File: config.mk
export PLATFORM = sky130hd
export DESIGN_NAME = io_terminal_port
export DESIGN_NICKNAME = d
export VERILOG_FILES = /design/src/rtl/io_port_pkg.sv /design/src/rtl/io_port_flag.sv /design/src/rtl/io_terminal_port.sv
export SDC_FILE = /design/constraint.sdc
export NUM_CORES = 1
export LEC_CHECK = 0
export ABC_AREA = 1
export CAP_MARGIN = 20
export CORE_MARGIN = 1
export CORE_UTILIZATION = 40
export CTS_CLUSTER_SIZE = 20
export DETAILED_ROUTE_END_ITERATION = 10
export GPL_TIMING_DRIVEN = 1
export PLACE_DENSITY = 0.67
export RECOVER_POWER = 25
export SYNTH_ARGS = -nofsm -noshare
export SYNTH_HDL_FRONTEND = slang
export SYNTH_HIERARCHICAL = 1
export SYNTH_SLANG_ARGS = --single-unit
export TNS_END_PERCENT = 10
File: constraint.sdc
create_clock -name clk -period 4.1 [get_ports clk]
set_clock_uncertainty 0.05 [all_clocks]
set_input_delay 0.615 -clock clk [delete_from_list [all_inputs] [get_ports clk]]
set_output_delay 0.615 -clock clk [all_outputs]
set_load 0.01 [all_outputs]
File: src/rtl/io_port_pkg.sv
// Shared state encodings and defaults for the programmed-I/O terminal port.
package io_port_pkg;

    localparam int DATA_W_DEFAULT = 8;

    typedef enum logic [1:0] {
        IN_EMPTY = 2'd0,
        IN_FULL  = 2'd1,
        IN_PEND  = 2'd2
    } in_state_e;

    typedef enum logic [1:0] {
        OUT_IDLE = 2'd0,
        OUT_CAPT = 2'd1,
        OUT_SEND = 2'd2,
        OUT_WAIT = 2'd3
    } out_state_e;

endpackage

File: src/rtl/io_port_flag.sv
// Set/clear flag flop (FGI/FGO); a set in the same cycle as a clear keeps the flag high.
module io_flag #(
    parameter logic RST_VAL = 1'b0
) (
    input  logic clk,
    input  logic reset,
    input  logic set_i,
    input  logic clr_i,
    output logic flag_o
);

    logic flag_q, flag_d;

    always_comb begin
        flag_d = flag_q;
        if (set_i)
            flag_d = 1'b1;
        else if (clr_i)
            flag_d = 1'b0;
    end

    // NOTE: state flops use non-blocking assignments so every register samples pre-edge values.
    always_ff @(posedge clk or negedge reset) begin
        if (!reset)
            flag_q <= RST_VAL;
        else
            flag_q <= flag_d;
    end

    assign flag_o = flag_q;

endmodule

File: src/rtl/io_terminal_port.sv
// Device side of the INPR/OUTR + FGI/FGO handshake: keyboard in with a one-byte skid,
// display out with a print delay before FGO is re-raised.
module io_terminal_port
    import io_port_pkg::*;
#(
    parameter int DATA_W       = DATA_W_DEFAULT,
    parameter int PRINT_CYCLES = 16,
    parameter int CNT_W        = 5
) (
    input  logic              clk,
    input  logic              reset,
    input  logic              fgi_clr,
    input  logic              fgo_clr,
    input  logic [DATA_W-1:0] outr_outdata,
    input  logic              ien_outdata,
    output logic [DATA_W-1:0] inpr_outdata,
    output logic              fgi_outdata,
    output logic              fgo_outdata,
    output logic              io_irq,
    output logic              io_error,
    input  logic [DATA_W-1:0] kbd_data,
    input  logic              kbd_valid,
    output logic              kbd_ready,
    output logic [DATA_W-1:0] disp_data,
    output logic              disp_valid,
    input  logic              disp_ready
);

    in_state_e         in_state_q, in_state_d;
    logic [DATA_W-1:0] inpr_q, inpr_d;
    logic [DATA_W-1:0] pend_q, pend_d;
    logic              fgi_set;

    out_state_e        out_state_q, out_state_d;
    logic [DATA_W-1:0] disp_data_q, disp_data_d;
    logic              disp_valid_q, disp_valid_d;
    logic [CNT_W-1:0]  cnt_q, cnt_d;
    logic              io_error_q, io_error_d;
    logic              fgo_set, fgo_clr_ok;

    logic kbd_xfer, disp_xfer;

    assign kbd_ready = (in_state_q != IN_PEND);
    assign kbd_xfer  = kbd_valid & kbd_ready;
    assign disp_xfer = disp_valid_q & disp_ready;

    // NOTE: every always_comb output gets a default first, so no path can infer a latch.
    always_comb begin
        in_state_d = in_state_q;
        inpr_d     = inpr_q;
        pend_d     = pend_q;
        fgi_set    = 1'b0;
        unique case (in_state_q)
            IN_EMPTY: begin
                if (kbd_xfer) begin
                    inpr_d     = kbd_data;
                    fgi_set    = 1'b1;
                    in_state_d = IN_FULL;
                end
            end
            IN_FULL: begin
                if (kbd_xfer && fgi_clr) begin
                    // CPU consumes INPR as the next byte lands: replace it in place.
                    inpr_d  = kbd_data;
                    fgi_set = 1'b1;
                end else if (kbd_xfer) begin
                    pend_d     = kbd_data;
                    in_state_d = IN_PEND;
                end else if (fgi_clr) begin
                    in_state_d = IN_EMPTY;
                end
            end
            IN_PEND: begin
                if (fgi_clr) begin
                    inpr_d     = pend_q;
                    fgi_set    = 1'b1;
                    in_state_d = IN_FULL;
                end
            end
            default: in_state_d = IN_EMPTY;
        endcase
    end

    always_comb begin
        out_state_d  = out_state_q;
        disp_data_d  = disp_data_q;
        disp_valid_d = disp_valid_q;
        cnt_d        = cnt_q;
        fgo_set      = 1'b0;
        fgo_clr_ok   = 1'b0;
        // An OUT while the display side is still busy is dropped but remembered.
        io_error_d   = io_error_q | (fgo_clr & (out_state_q != OUT_IDLE));
        unique case (out_state_q)
            OUT_IDLE: begin
                if (fgo_clr) begin
                    fgo_clr_ok  = 1'b1;
                    out_state_d = OUT_CAPT;
                end
            end
            OUT_CAPT: begin
                disp_data_d  = outr_outdata;
                disp_valid_d = 1'b1;
                out_state_d  = OUT_SEND;
            end
            OUT_SEND: begin
                if (disp_xfer) begin
                    disp_valid_d = 1'b0;
                    cnt_d        = CNT_W'(PRINT_CYCLES - 1);
                    out_state_d  = OUT_WAIT;
                end
            end
            OUT_WAIT: begin
                if (cnt_q == '0) begin
                    fgo_set     = 1'b1;
                    out_state_d = OUT_IDLE;
                end else begin
                    cnt_d = cnt_q - CNT_W'(1);
                end
            end
            default: out_state_d = OUT_IDLE;
        endcase
    end

    always_ff @(posedge clk or negedge reset) begin
        if (!reset) begin
            in_state_q   <= IN_EMPTY;
            inpr_q       <= '0;
            pend_q       <= '0;
            out_state_q  <= OUT_IDLE;
            disp_data_q  <= '0;
            disp_valid_q <= 1'b0;
            cnt_q        <= '0;
            io_error_q   <= 1'b0;
        end else begin
            in_state_q   <= in_state_d;
            inpr_q       <= inpr_d;
            pend_q       <= pend_d;
            out_state_q  <= out_state_d;
            disp_data_q  <= disp_data_d;
            disp_valid_q <= disp_valid_d;
            cnt_q        <= cnt_d;
            io_error_q   <= io_error_d;
        end
    end

    io_flag #(.RST_VAL(1'b0)) u_fgi (
        .clk    (clk),
        .reset  (reset),
        .set_i  (fgi_set),
        .clr_i  (fgi_clr),
        .flag_o (fgi_outdata)
    );

    io_flag #(.RST_VAL(1'b1)) u_fgo (
        .clk    (clk),
        .reset  (reset),
        .set_i  (fgo_set),
        .clr_i  (fgo_clr_ok),
        .flag_o (fgo_outdata)
    );

    assign inpr_outdata = inpr_q;
    assign disp_data    = disp_data_q;
    assign disp_valid   = disp_valid_q;
    assign io_error     = io_error_q;
    assign io_irq       = ien_outdata & (fgi_outdata | fgo_outdata);

endmodule
# After elaboration in Yosys (flattened, before gate mapping)
# Index checks and enable logic that the tools add are counted.
# totals
reg_bits,37
out_inout_bits,22
word_cells,80
# op_classes
n_addsub,1
eq_ne,15
n_mux,31
n_bitwise,7
reduce_logical,16
# ops
cell,count
8-bit 2-to-1 mux,3
8-bit one-hot mux with 3 select lines,1
2-bit != test (second input constant),9
2-bit 2-to-1 mux,8
1-bit 2-to-1 mux,12
5-bit 2-to-1 mux,2
5-bit one-hot mux with 2 select lines,1
2-bit nonzero test,5
3-bit AND reduction,3
2-bit one-hot mux with 4 select lines,1
4-bit AND reduction,2
2-bit equality test (second input constant),3
2-bit one-hot mux with 3 select lines,1
5-bit zero test,1
5-bit by 1-bit subtractor with 5-bit output (second input constant),1
1-bit AND,4
2-bit by 1-bit equality test with 1-bit output (second input constant),2
2-bit zero test,2
3-bit != test (second input constant),1
1-bit one-hot mux with 3 select lines,1
3-bit nonzero test,1
1-bit bitwise OR,2
1-bit one-hot mux with 2 select lines,1
2-bit AND reduction,1
2 further kinds,2

# Longest topological paths before layout
# Gate-level depths: netlist of the first run.
# logic_depth
depth_word,6
mapped_depth,8

# Cells and area by module
# The synthesis of the first run kept the hierarchy.
# by_module_without_submodules
mod,n_inst,cells_per_inst,area_each_um2
io_terminal_port,1,189,1697.9
io_flag at u_fgo,1,5,41.3
io_flag at u_fgi,1,5,40.0

# Worst setup path after synthesis of the first run
# No wires, ideal clock.
# synth_timing
path_kind,input -> output
from,in ien_outdata
to,out io_irq
arrival_time_ns,0.756
required_ns,3.435
setup_slack_ns,2.679
stages,1
path_buffers,0
path_cell_list,o21a_1
# synth_via
elab_chain_cells,1
# synth_rtl
element,line_no,text
from (decl),io_terminal_port.sv:15,"input logic ien_outdata,"
1-bit AND,io_terminal_port.sv:166,assign io_irq = ien_outdata & (fgi_outdata | fgo_outdata);
to (decl),io_terminal_port.sv:19,"output logic io_irq,"
# No other way between the ends.

# Worst setup path after layout of the first run
# Ends and elaborated chain as after synthesis.

==> results of run 1 <==
[synthesized netlist by cell type]
cell type,n
nand2_1,58
dfrtp_1,36
inv_1,24
nand3_1,14
nor2_1,14
a21oi_1,10
mux2_2,8
o21ai_0,8
ha_1,6
buf_6,2
nand2_4,2
o21ai_1,2
or2_2,2
a21o_1,1
buf_2,1
buf_4,1
dfstp_2,1
inv_2,1
nand2_2,1
nand3_2,1
nand3b_1,1
nand3b_4,1
nand4_1,1
nor2_4,1
o21a_1,1
o22ai_1,1
[per-layer routing]
| layer | vias to the layer above | track usage [%] | part of all wire (%) | wire length (um) |
|---|---|---|---|---|
| li1 | 718 | - | - | - |
| met1 | 643 | 21.09 | 49 | 1614 |
| met2 | 31 | 26.35 | 46 | 1532 |
| met3 | 4 | 3.454 | 3.5 | 116 |
| met4 | 0 | 7.653 | 1.5 | 51 |
| met5 | - | 0 | 0 | 0 |
[power by group through the flow]
stage | Clock, mW | Sequential (mW) | Combinational, mW
2_1_floorplan | 0 | 0.614 | 0.355
3_3_place_gp | 0 | 0.587 | 0.617
3_5_place_dp | 0 | 0.594 | 0.633
4_1_cts | 0.257 | 0.588 | 0.635
5_1_grt | 0.272 | 0.606 | 0.708
6_report | 0.249 | 0.587 | 0.623
[worst max-delay path: cells and delay by family]
family | cells | cell delay, ps
compound gates | 1 | 110
buf+inv | 2 | 970
[metrics by stage]
stage                     instance area (um2)  hold slack, ps  instances  worst slack, ps  utilization (%)
after global routing                     2327           460.2        296             1600            56.16
after floorplan                          1779           269.4        199             2679                -
after detailed placement                 2242           419.4        289             1734            54.11
after CTS                                2328           395.6        296             1730            56.19
final                                    2327           430.3        296             1740            56.16
after global placement                   2242           389.6        289             1742            54.11
[path summary, 6_finish.rpt]
path / to / slack [ps] / cells past startpoint
worst max-delay path: io_irq / 1740 / 3
worst min-delay path: u_fgo/flag_o / 430 / 2
worst max register to register: cnt_q[2] / 2540 / 8
worst min register to register: u_fgo/flag_o / 430 / 2
max in group asynchronous: inpr_outdata[1] / 2080 / 1
min in group asynchronous: io_error / 820 / 1
[registers in the layout (all words and copies together) (netlist names)]
name          cells
cnt_q             5
disp_data         8
disp_valid        1
in_state_q        2
inpr_outdata      8
io_error          1
out_state_q       2
pend_q            8
u_fgi/flag_o      1
u_fgo/flag_o      1
[cell families after synthesis]
logic type	Yosys count	synth area share [%]
AND/OR/NAND/NOR	96	24.54
flip-flops	37	52.11
buffers and inverters	29	7.243
AO/OA/AOI/OAI	23	6.822
multiplexers	8	5.063
adder cells (fa/ha/maj)	6	4.219
[area by class of cell]
cell class / instances / area [um2] / area share [%]
sequential: 37 / 927.1 / 39.84
inverter: 25 / 93.84 / 4.032
multi-input combinational: 133 / 723.2 / 31.08
clock buffer: 7 / 86.33 / 3.710
tap: 50 / 62.56 / 2.688
timing repair buffer: 44 / 434.2 / 18.66
[placed cells by master, fill, tap and decap left out, types with 2 or more instances in the layout]
master            n
clkbuf_1          2
dfrtp_1          36
o21ai_1           2
clkbuf_8          6
ha_1              6
inv_1            24
nand3_1          14
nor2_1           14
clkdlybuf4s50_1  43
a21oi_1          10
or2_2             2
mux2_2            8
nand2_4           2
o21ai_0           8
nand2_1          58
==> results.sh, run 1 <==
export IMPL_grt_setup_unrepaired="false"
export IMPL_clk_pin_slew_ps=70
export IMPL_ios=45
export IMPL_cap_violations=1
export IMPL_htreeDepth=2
export IMPL_hp_start="u_fgo/flag_o"
export IMPL_place_congestion=0.7498
export IMPL_p_sw_mw=0.5024
export IMPL_detail_route_wl_per_cell_um=11.20
export IMPL_vias_per_cell=4.716
export IMPL_syn_cell_area_mm2=0.001779
export IMPL_tns_ps=0
export IMPL_worstSetupStartpointType="input port"
export IMPL_fmaxAchievable_mhz=423.7
export IMPL_power_frac_comb_pct=42.7
export IMPL_synth_area_leader_cell="dfrtp_1"
export IMPL_violations="capacitance limit, slew limit"
export IMPL_track_usage_pct=16.40
export IMPL_p_per_area_mw_per_mm2=626.4
export IMPL_cts_repair_resized=0
export IMPL_synth_top_area_share_pct=50.63
export IMPL_clk_latency_ps=280
export IMPL_path_class="input port to output port"
export IMPL_grt_start_max_net_pins=38
export IMPL_fill_cells=412
export IMPL_initial_core_util_pct=42.93
export IMPL_cts_tree="built"
export IMPL_ys_seq_area_share_pct=52.11
export IMPL_grt_first_pass_wirelength_um=5589
export IMPL_crit_path_frequent_cell="clkdlybuf4s50_1"
export IMPL_cp_required_ps=3430
export IMPL_p_seq_share_pct=40.2
export IMPL_drtPass1Iterations=4
export IMPL_p_clk_share_pct=17.1
export IMPL_cts_setup_buffers=0
export IMPL_drt_total_wl_um=3314
export IMPL_drv_slew=38
export IMPL_cp_end_kind="output port"
export IMPL_nNetsFinal=275
export IMPL_fp_row_count=23
export IMPL_dieHeight_um=68.70
export IMPL_synth_nets=228
export IMPL_crit_arrival_ps=1700
export IMPL_num_antenna_cells=0
export IMPL_die_w_um=68.70
export IMPL_hold_violations=0
export IMPL_outcome="complete, but fails checks"
export IMPL_overflow=0
export IMPL_synth_cell_type_count=26
export IMPL_critPathLaunch="ien_outdata"
export IMPL_period_share_pct=57.56
export IMPL_port_buffers=44
export IMPL_ant_nets=0
export IMPL_power_mw=1.458
export IMPL_crit_path_top_delay_cell="clkdlybuf4s50_1"
export IMPL_peakVddDrop_mv=0.3266
export IMPL_drive_above_1_share_pct=9.756
export IMPL_setup_viol=0
export IMPL_vias=1396
export IMPL_clk_path_buf_depth=2
export IMPL_synthCells=199
export IMPL_die_area_mm2=0.004719
export IMPL_p_int_mw=0.9554
export IMPL_place_hpwl_um=2429
export IMPL_slew_headroom_pct=-28.63
export IMPL_period_minus_slack_ps=2360
export IMPL_grt_antenna_before_repair=0
export IMPL_grt_pass1_vias=1320
export IMPL_flow_area_growth_from_synthesis_pct=30.80
export IMPL_cts_sinks=37
export IMPL_cts_hold_fix_buffers=0
export IMPL_r2r_start="out_state_q[0]"
export IMPL_yosysWarnings=6
export IMPL_hold_class="flop to flop"
export IMPL_swShare_pct=34.46
export IMPL_core_area_mm2=0.004144
export IMPL_drt_iter0_markers=107
export IMPL_drc=0
export IMPL_p_leak_nw=1.162
export IMPL_avgSynthCellArea_um2=8.941
export IMPL_cp_cell_sequence="clkdlybuf4s50_1, o21a_1, clkdlybuf4s50_1"
export IMPL_numCtsBuffers=5
export IMPL_ys_seq_elements=37
export IMPL_tightestPinTransition_ps=1929
export IMPL_cts_root_buf="clkbuf_8"
export IMPL_cp_max_fo=1
export IMPL_slowest_delay_ps=520
export IMPL_ys_top_cells_by_area="dfrtp_1 51%, nand2_1 12%, inv_1 5.1%"
(Power assumes the default switching activity.)
==> run 2: changes to the inputs <==
==> constraint.sdc (replaced) <==
create_clock -name clk -period 2.2 [get_ports clk]
set_clock_uncertainty 0.05 [all_clocks]
set_input_delay 0.33 -clock clk [delete_from_list [all_inputs] [get_ports clk]]
set_output_delay 0.33 -clock clk [all_outputs]
set_load 0.01 [all_outputs]
==> run 2 against run 1 <==
The flow now finishes without violations. Non-clock buffer count unchanged. Register-to-register slack worse by 1900 ps. Routed wire length grew 6.5%. Critical path type is now flop to output port. Largest cell class unchanged. Largest power group unchanged.
==> results.sh, run 2 (synthesis gave the netlist of run 1 again) <==
export IMPL_dpl_cell_area_mm2=0.002242
export IMPL_final_area_mm2=0.002359
export IMPL_overflow=0
export IMPL_hold_class="input port to asynchronous set/reset pin"
export IMPL_outcome="complete, no violations"
export IMPL_clk_pin_slew_ps=70
export IMPL_grt_antenna_before_repair=0
export IMPL_nNetsFinal=275
export IMPL_die_w_um=68.70
export IMPL_grt_first_pass_wirelength_um=5913
export IMPL_setup_viol=0
export IMPL_p_int_mw=1.901
export IMPL_critPathLaunch="in_state_q[1]"
export IMPL_crit_family="buffers and inverters"
export IMPL_die_area_mm2=0.004719
export IMPL_htreeDepth=2
export IMPL_drt_iter0_markers=100
export IMPL_dp_slack_ps=392.7
export IMPL_track_usage_pct=17.22
export IMPL_cts_setup_buffers=0
export IMPL_period_share_pct=85.88
export IMPL_cp_end_kind="output port"
export IMPL_drt_total_wl_um=3529
export IMPL_port_buffers=44
export IMPL_core_area_mm2=0.004144
export IMPL_r2r_start="out_state_q[0]"
export IMPL_fmaxAchievable_mhz=529.3
export IMPL_slowest_delay_ps=560
export IMPL_utilization_pct=56.91
export IMPL_tns_ps=0
export IMPL_cts_repair_resized=0
export IMPL_cp_max_fo=18
export IMPL_period_minus_slack_ps=1889
export IMPL_ant_nets=0
export IMPL_crit_buf_inv=1
export IMPL_mostFrequentLayoutCell="nand2_1"
export IMPL_vias=1408
export IMPL_numCtsBuffers=5
export IMPL_p_clk_share_pct=20.8
export IMPL_cp_required_ps=1820
export IMPL_p_sw_mw=0.9621
export IMPL_swShare_pct=33.60
export IMPL_cts_hold_fix_buffers=0
export IMPL_power_frac_comb_pct=41.0
export IMPL_place_hpwl_um=2487
export IMPL_ios=45
export IMPL_crit_path_top_delay_cell="clkdlybuf4s50_1"
export IMPL_grt_start_max_net_pins=38
export IMPL_grt_setup_unrepaired="false"
export IMPL_path_class="flop to output port"
export IMPL_cp_cell_sequence="nand2_4, clkdlybuf4s50_1"
export IMPL_drv_slew=0
export IMPL_crit_arrival_ps=1510
export IMPL_fp_row_count=23
export IMPL_p_seq_share_pct=38.2
export IMPL_vias_per_cell=4.741
export IMPL_drtPass1Iterations=6
export IMPL_clk_latency_ps=280
export IMPL_drive_above_1_share_pct=10.53
export IMPL_cap_violations=0
export IMPL_p_leak_nw=1.179
export IMPL_worstSetupStartpointType="flop"
export IMPL_flow_area_growth_from_synthesis_pct=32.56
export IMPL_grt_pass1_vias=1379
export IMPL_hold_violations=0
export IMPL_detail_route_wl_per_cell_um=11.88
export IMPL_cts_tree="built"
export IMPL_mostFrequentLayoutCells="58 x nand2_1, 43 x clkdlybuf4s50_1, 36 x dfrtp_1"
export IMPL_dieHeight_um=68.70
export IMPL_p_per_area_mw_per_mm2=1214
export IMPL_slew_headroom_pct=46.08
export IMPL_cts_sinks=37
export IMPL_setup_ws_ps=310.7
export IMPL_cts_root_buf="clkbuf_8"
export IMPL_drc=0
export IMPL_num_antenna_cells=0
export IMPL_tightestPinTransition_ps=808.8
export IMPL_initial_core_util_pct=42.93
export IMPL_place_congestion=0.7533
export IMPL_clk_path_buf_depth=2
export IMPL_peakVddDrop_mv=0.6180
run 2: cell types whose count changed in the layout (fill, tap and decap cells not counted):
| cell | previous run | this run |
|---|---|---|
| buf_2 | 0 | 1 |
| bufinv_16 | 0 | 1 |
| clkbuf_1 | 2 | 1 |
run 2: path summary, 6_finish.rpt:
kind | end | slack [ps] | cells after the start
min in group clk | u_fgo/flag_o | 430 | 2
max | kbd_ready | 310 | 2
min | disp_data[4] | 90 | 1
min reg2reg | u_fgo/flag_o | 430 | 2
max in group asynchronous | cnt_q[1] | 1500 | 1
max reg2reg | cnt_q[3] | 600 | 8
run 2: cell type report:
type	count	area (um2)
clock buffer	7	86.33
tap	50	62.56
fill	410	1785
inverter	25	93.84
multi-input combinational	133	723.2
clock inverter	1	30.03
timing repair buffer	44	435.4
sequential	37	927.1
run 2: power by group through the flow:
| stage | Sequential, mW | Combinational [mW] | Clock [mW] |
|---|---|---|---|
| 2_1_floorplan | 1.14 | 0.662 | 0 |
| 3_3_place_gp | 1.09 | 1.15 | 0 |
| 3_5_place_dp | 1.10 | 1.19 | 0 |
| 4_1_cts | 1.10 | 1.19 | 0.613 |
| 5_1_grt | 1.13 | 1.33 | 0.640 |
| 6_report | 1.09 | 1.17 | 0.596 |
run 2: per-stage QoR:
stage               hold WS (ps)  power (mW)  instances
global placement           389.8       2.243        289
finish                     90.67       2.863        297
global route               156.5       3.097        297
floorplan                 -15.59       1.806        199
detailed placement         423.1       2.289        289
CTS                        117.8       2.902        297
run 2: layer usage:
layer  routed length [um]  share of wire [%]  global-route usage [%]  vias up
met5                    0                  0                       0        -
met4                   57                1.6                   7.653        0
met3                  127                3.6                   3.947        5
met2                 1655                 47                   29.04       28
met1                 1688                 48                   20.94      654
li1                     -                  -                       -      721
==> run 3: changes to the inputs <==
--- a/config.mk
+++ b/config.mk
@@ -9,6 +9,7 @@
 export CAP_MARGIN = 20
 export CORE_MARGIN = 1
 export CORE_UTILIZATION = 40
+export CTS_BUF_LIST = sky130_fd_sc_hd__clkbuf_2
 export CTS_CLUSTER_SIZE = 20
 export DETAILED_ROUTE_END_ITERATION = 10
 export GPL_TIMING_DRIVEN = 1
==> run 3 against run 2 <==
First-iteration DRC count rose by 3.0%. Worst setup slack lost 110 ps. Non-clock buffer count up 1. Utilization shrank 1.6 points. Largest power group unchanged.
==> results.sh, run 3 (synthesis gave the netlist of run 1 again) <==
export IMPL_grt_pass1_vias=1366
export IMPL_drt_total_wl_um=3477
export IMPL_slowest_delay_ps=560
export IMPL_place_hpwl_um=2487
export IMPL_nNetsFinal=276
export IMPL_htreeDepth=2
export IMPL_cp_end_kind="output port"
export IMPL_crit_path_top_delay_cell="clkdlybuf4s50_1"
export IMPL_fp_row_count=23
export IMPL_power_mw=2.659
export IMPL_vias_per_cell=4.772
export IMPL_tns_ps=0
export IMPL_drt_iter0_markers=103
export IMPL_cts_setup_buffers=0
export IMPL_regArea_um2=927.1
export IMPL_cts_repair_resized=0
export IMPL_fill_cells=417
export IMPL_flow_area_growth_from_synthesis_pct=28.90
export IMPL_p_clk_share_pct=15.5
export IMPL_worstSetupStartpointType="flop"
export IMPL_clk_path_buf_depth=2
export IMPL_drtPass1Iterations=4
export IMPL_drv_slew=0
export IMPL_cp_required_ps=1820
export IMPL_numCtsBuffers=5
export IMPL_cts_sinks=37
export IMPL_multi_input_area_um2=700.7
export IMPL_outcome="complete, no violations"
export IMPL_p_leak_nw=1.148
export IMPL_vias=1422
export IMPL_drc=0
export IMPL_grt_antenna_before_repair=0
export IMPL_die_area_mm2=0.004719
export IMPL_p_int_mw=1.718
export IMPL_cts_root_buf="clkbuf_2"
export IMPL_use_met3_pct=3.947
export IMPL_p_per_area_mw_per_mm2=1159
export IMPL_clk_latency_ps=360
export IMPL_die_w_um=68.70
export IMPL_track_usage_pct=16.77
export IMPL_period_minus_slack_ps=1996
export IMPL_initial_core_util_pct=42.93
export IMPL_path_class="flop to output port"
export IMPL_grt_first_pass_wirelength_um=5802
export IMPL_hold_violations=0
export IMPL_cap_violations=0
export IMPL_tightestPinTransition_ps=902.2
export IMPL_grt_busiest_layer="met2"
export IMPL_grt_setup_unrepaired="false"
export IMPL_mostFrequentLayoutCells="59 x nand2_1, 42 x clkdlybuf4s50_1, 36 x dfrtp_1"
export IMPL_cp_max_fo=18
export IMPL_overflow=0
export IMPL_port_buffers=44
export IMPL_swShare_pct=35.40
export IMPL_grt_use_met1_pct=20.84
export IMPL_ios=45
export IMPL_clk_pin_slew_ps=180
export IMPL_power_frac_comb_pct=43.6
export IMPL_gr_usage_met2_pct=28.31
export IMPL_ant_nets=0
export IMPL_core_area_mm2=0.004144
export IMPL_setup_viol=0
export IMPL_place_congestion=0.7533
export IMPL_hold_class="flop to flop"
export IMPL_fmaxAchievable_mhz=501.1
export IMPL_p_sw_mw=0.9414
export IMPL_crit_arrival_ps=1620
export IMPL_num_antenna_cells=0
export IMPL_p_seq_share_pct=40.9
export IMPL_peakVddDrop_mv=0.6030
export IMPL_slew_headroom_pct=39.85
export IMPL_period_share_pct=90.71
export IMPL_utilization_pct=55.34
export IMPL_drive_above_1_share_pct=9.274
export IMPL_mostFrequentLayoutCell="nand2_1"
export IMPL_dieHeight_um=68.70
export IMPL_cp_cell_sequence="nand2_4, clkdlybuf4s50_1"
export IMPL_grt_start_max_net_pins=38
export IMPL_cts_tree="built"
export IMPL_detail_route_wl_per_cell_um=11.67
[run 3: cell count changes in the layout (fill, tap and decap cells not counted), moves of 2 or more]
cell and change:
clkbuf_8 -6, o21ai_1 -2, o21ai_0 +2, clkbuf_2 +7, dlygate4sd3_1 +2
[run 3: cell type report]
type	instances	share of cell area [%]
Sequential cell	37	40.43
Multi-Input combinational cell	133	30.55
Timing Repair Buffer	45	19.42
Inverter	25	4.092
Tap cell	50	2.728
Clock inverter	2	1.473
Clock buffer	6	1.309
[run 3: power groups by stage]
stage	sequential (mW)	clock (mW)	combinational, mW
finish	1.09	0.411	1.16
global route	1.12	0.450	1.32
CTS	1.09	0.427	1.19
detailed placement	1.10	0	1.19
global placement	1.09	0	1.15
floorplan	1.14	0	0.662
[run 3: worst max-delay path: cells and delay by family, from the launching register on]
family / cells / cell delay (ps)
and+or+nand+nor: 1 / 200
buffers and inverters: 1 / 560
DFF: 1 / 490
[run 3: per-stage QoR]
stage                     hold slack, ps  worst slack, ps  area, um2  std cells
after global routing               457.8            97.70       2293        298
after CTS                          436.4            169.3       2316        298
after global placement             389.8            412.8       2242        289
after floorplan                   -15.59            879.0       1779        199
final                              443.5            204.3       2293        298
after detailed placement           423.1            392.7       2242        289
[run 3: layer usage]
layer | routed length, um | share of wire [%]
met2 | 1660 | 48
met4 | 42 | 1.2
met3 | 126 | 3.6
met5 | 0 | 0
met1 | 1647 | 47
[run 3: timing repair]
| item | CTS | global route |
|---|---|---|
| hold endpoints to repair | 36 | 0 |
| endpoints found under the setup margin | 0 | 0 |
| hold buffers | 1 | 0 |
[run 3: final timing paths]
path                                 from            to  slack (ps)  depth (start not counted)
hold reg to reg              u_fgo/flag_o  u_fgo/flag_o         440                          2
setup / recovery            in_state_q[1]     kbd_ready         200                          2
min in group asynchronous           reset  disp_data[2]         550                          2
max in group asynchronous           reset      cnt_q[1]        1000                          2
hold / removal               u_fgo/flag_o  u_fgo/flag_o         440                          2
setup reg to reg           out_state_q[0]      cnt_q[0]         590                          8
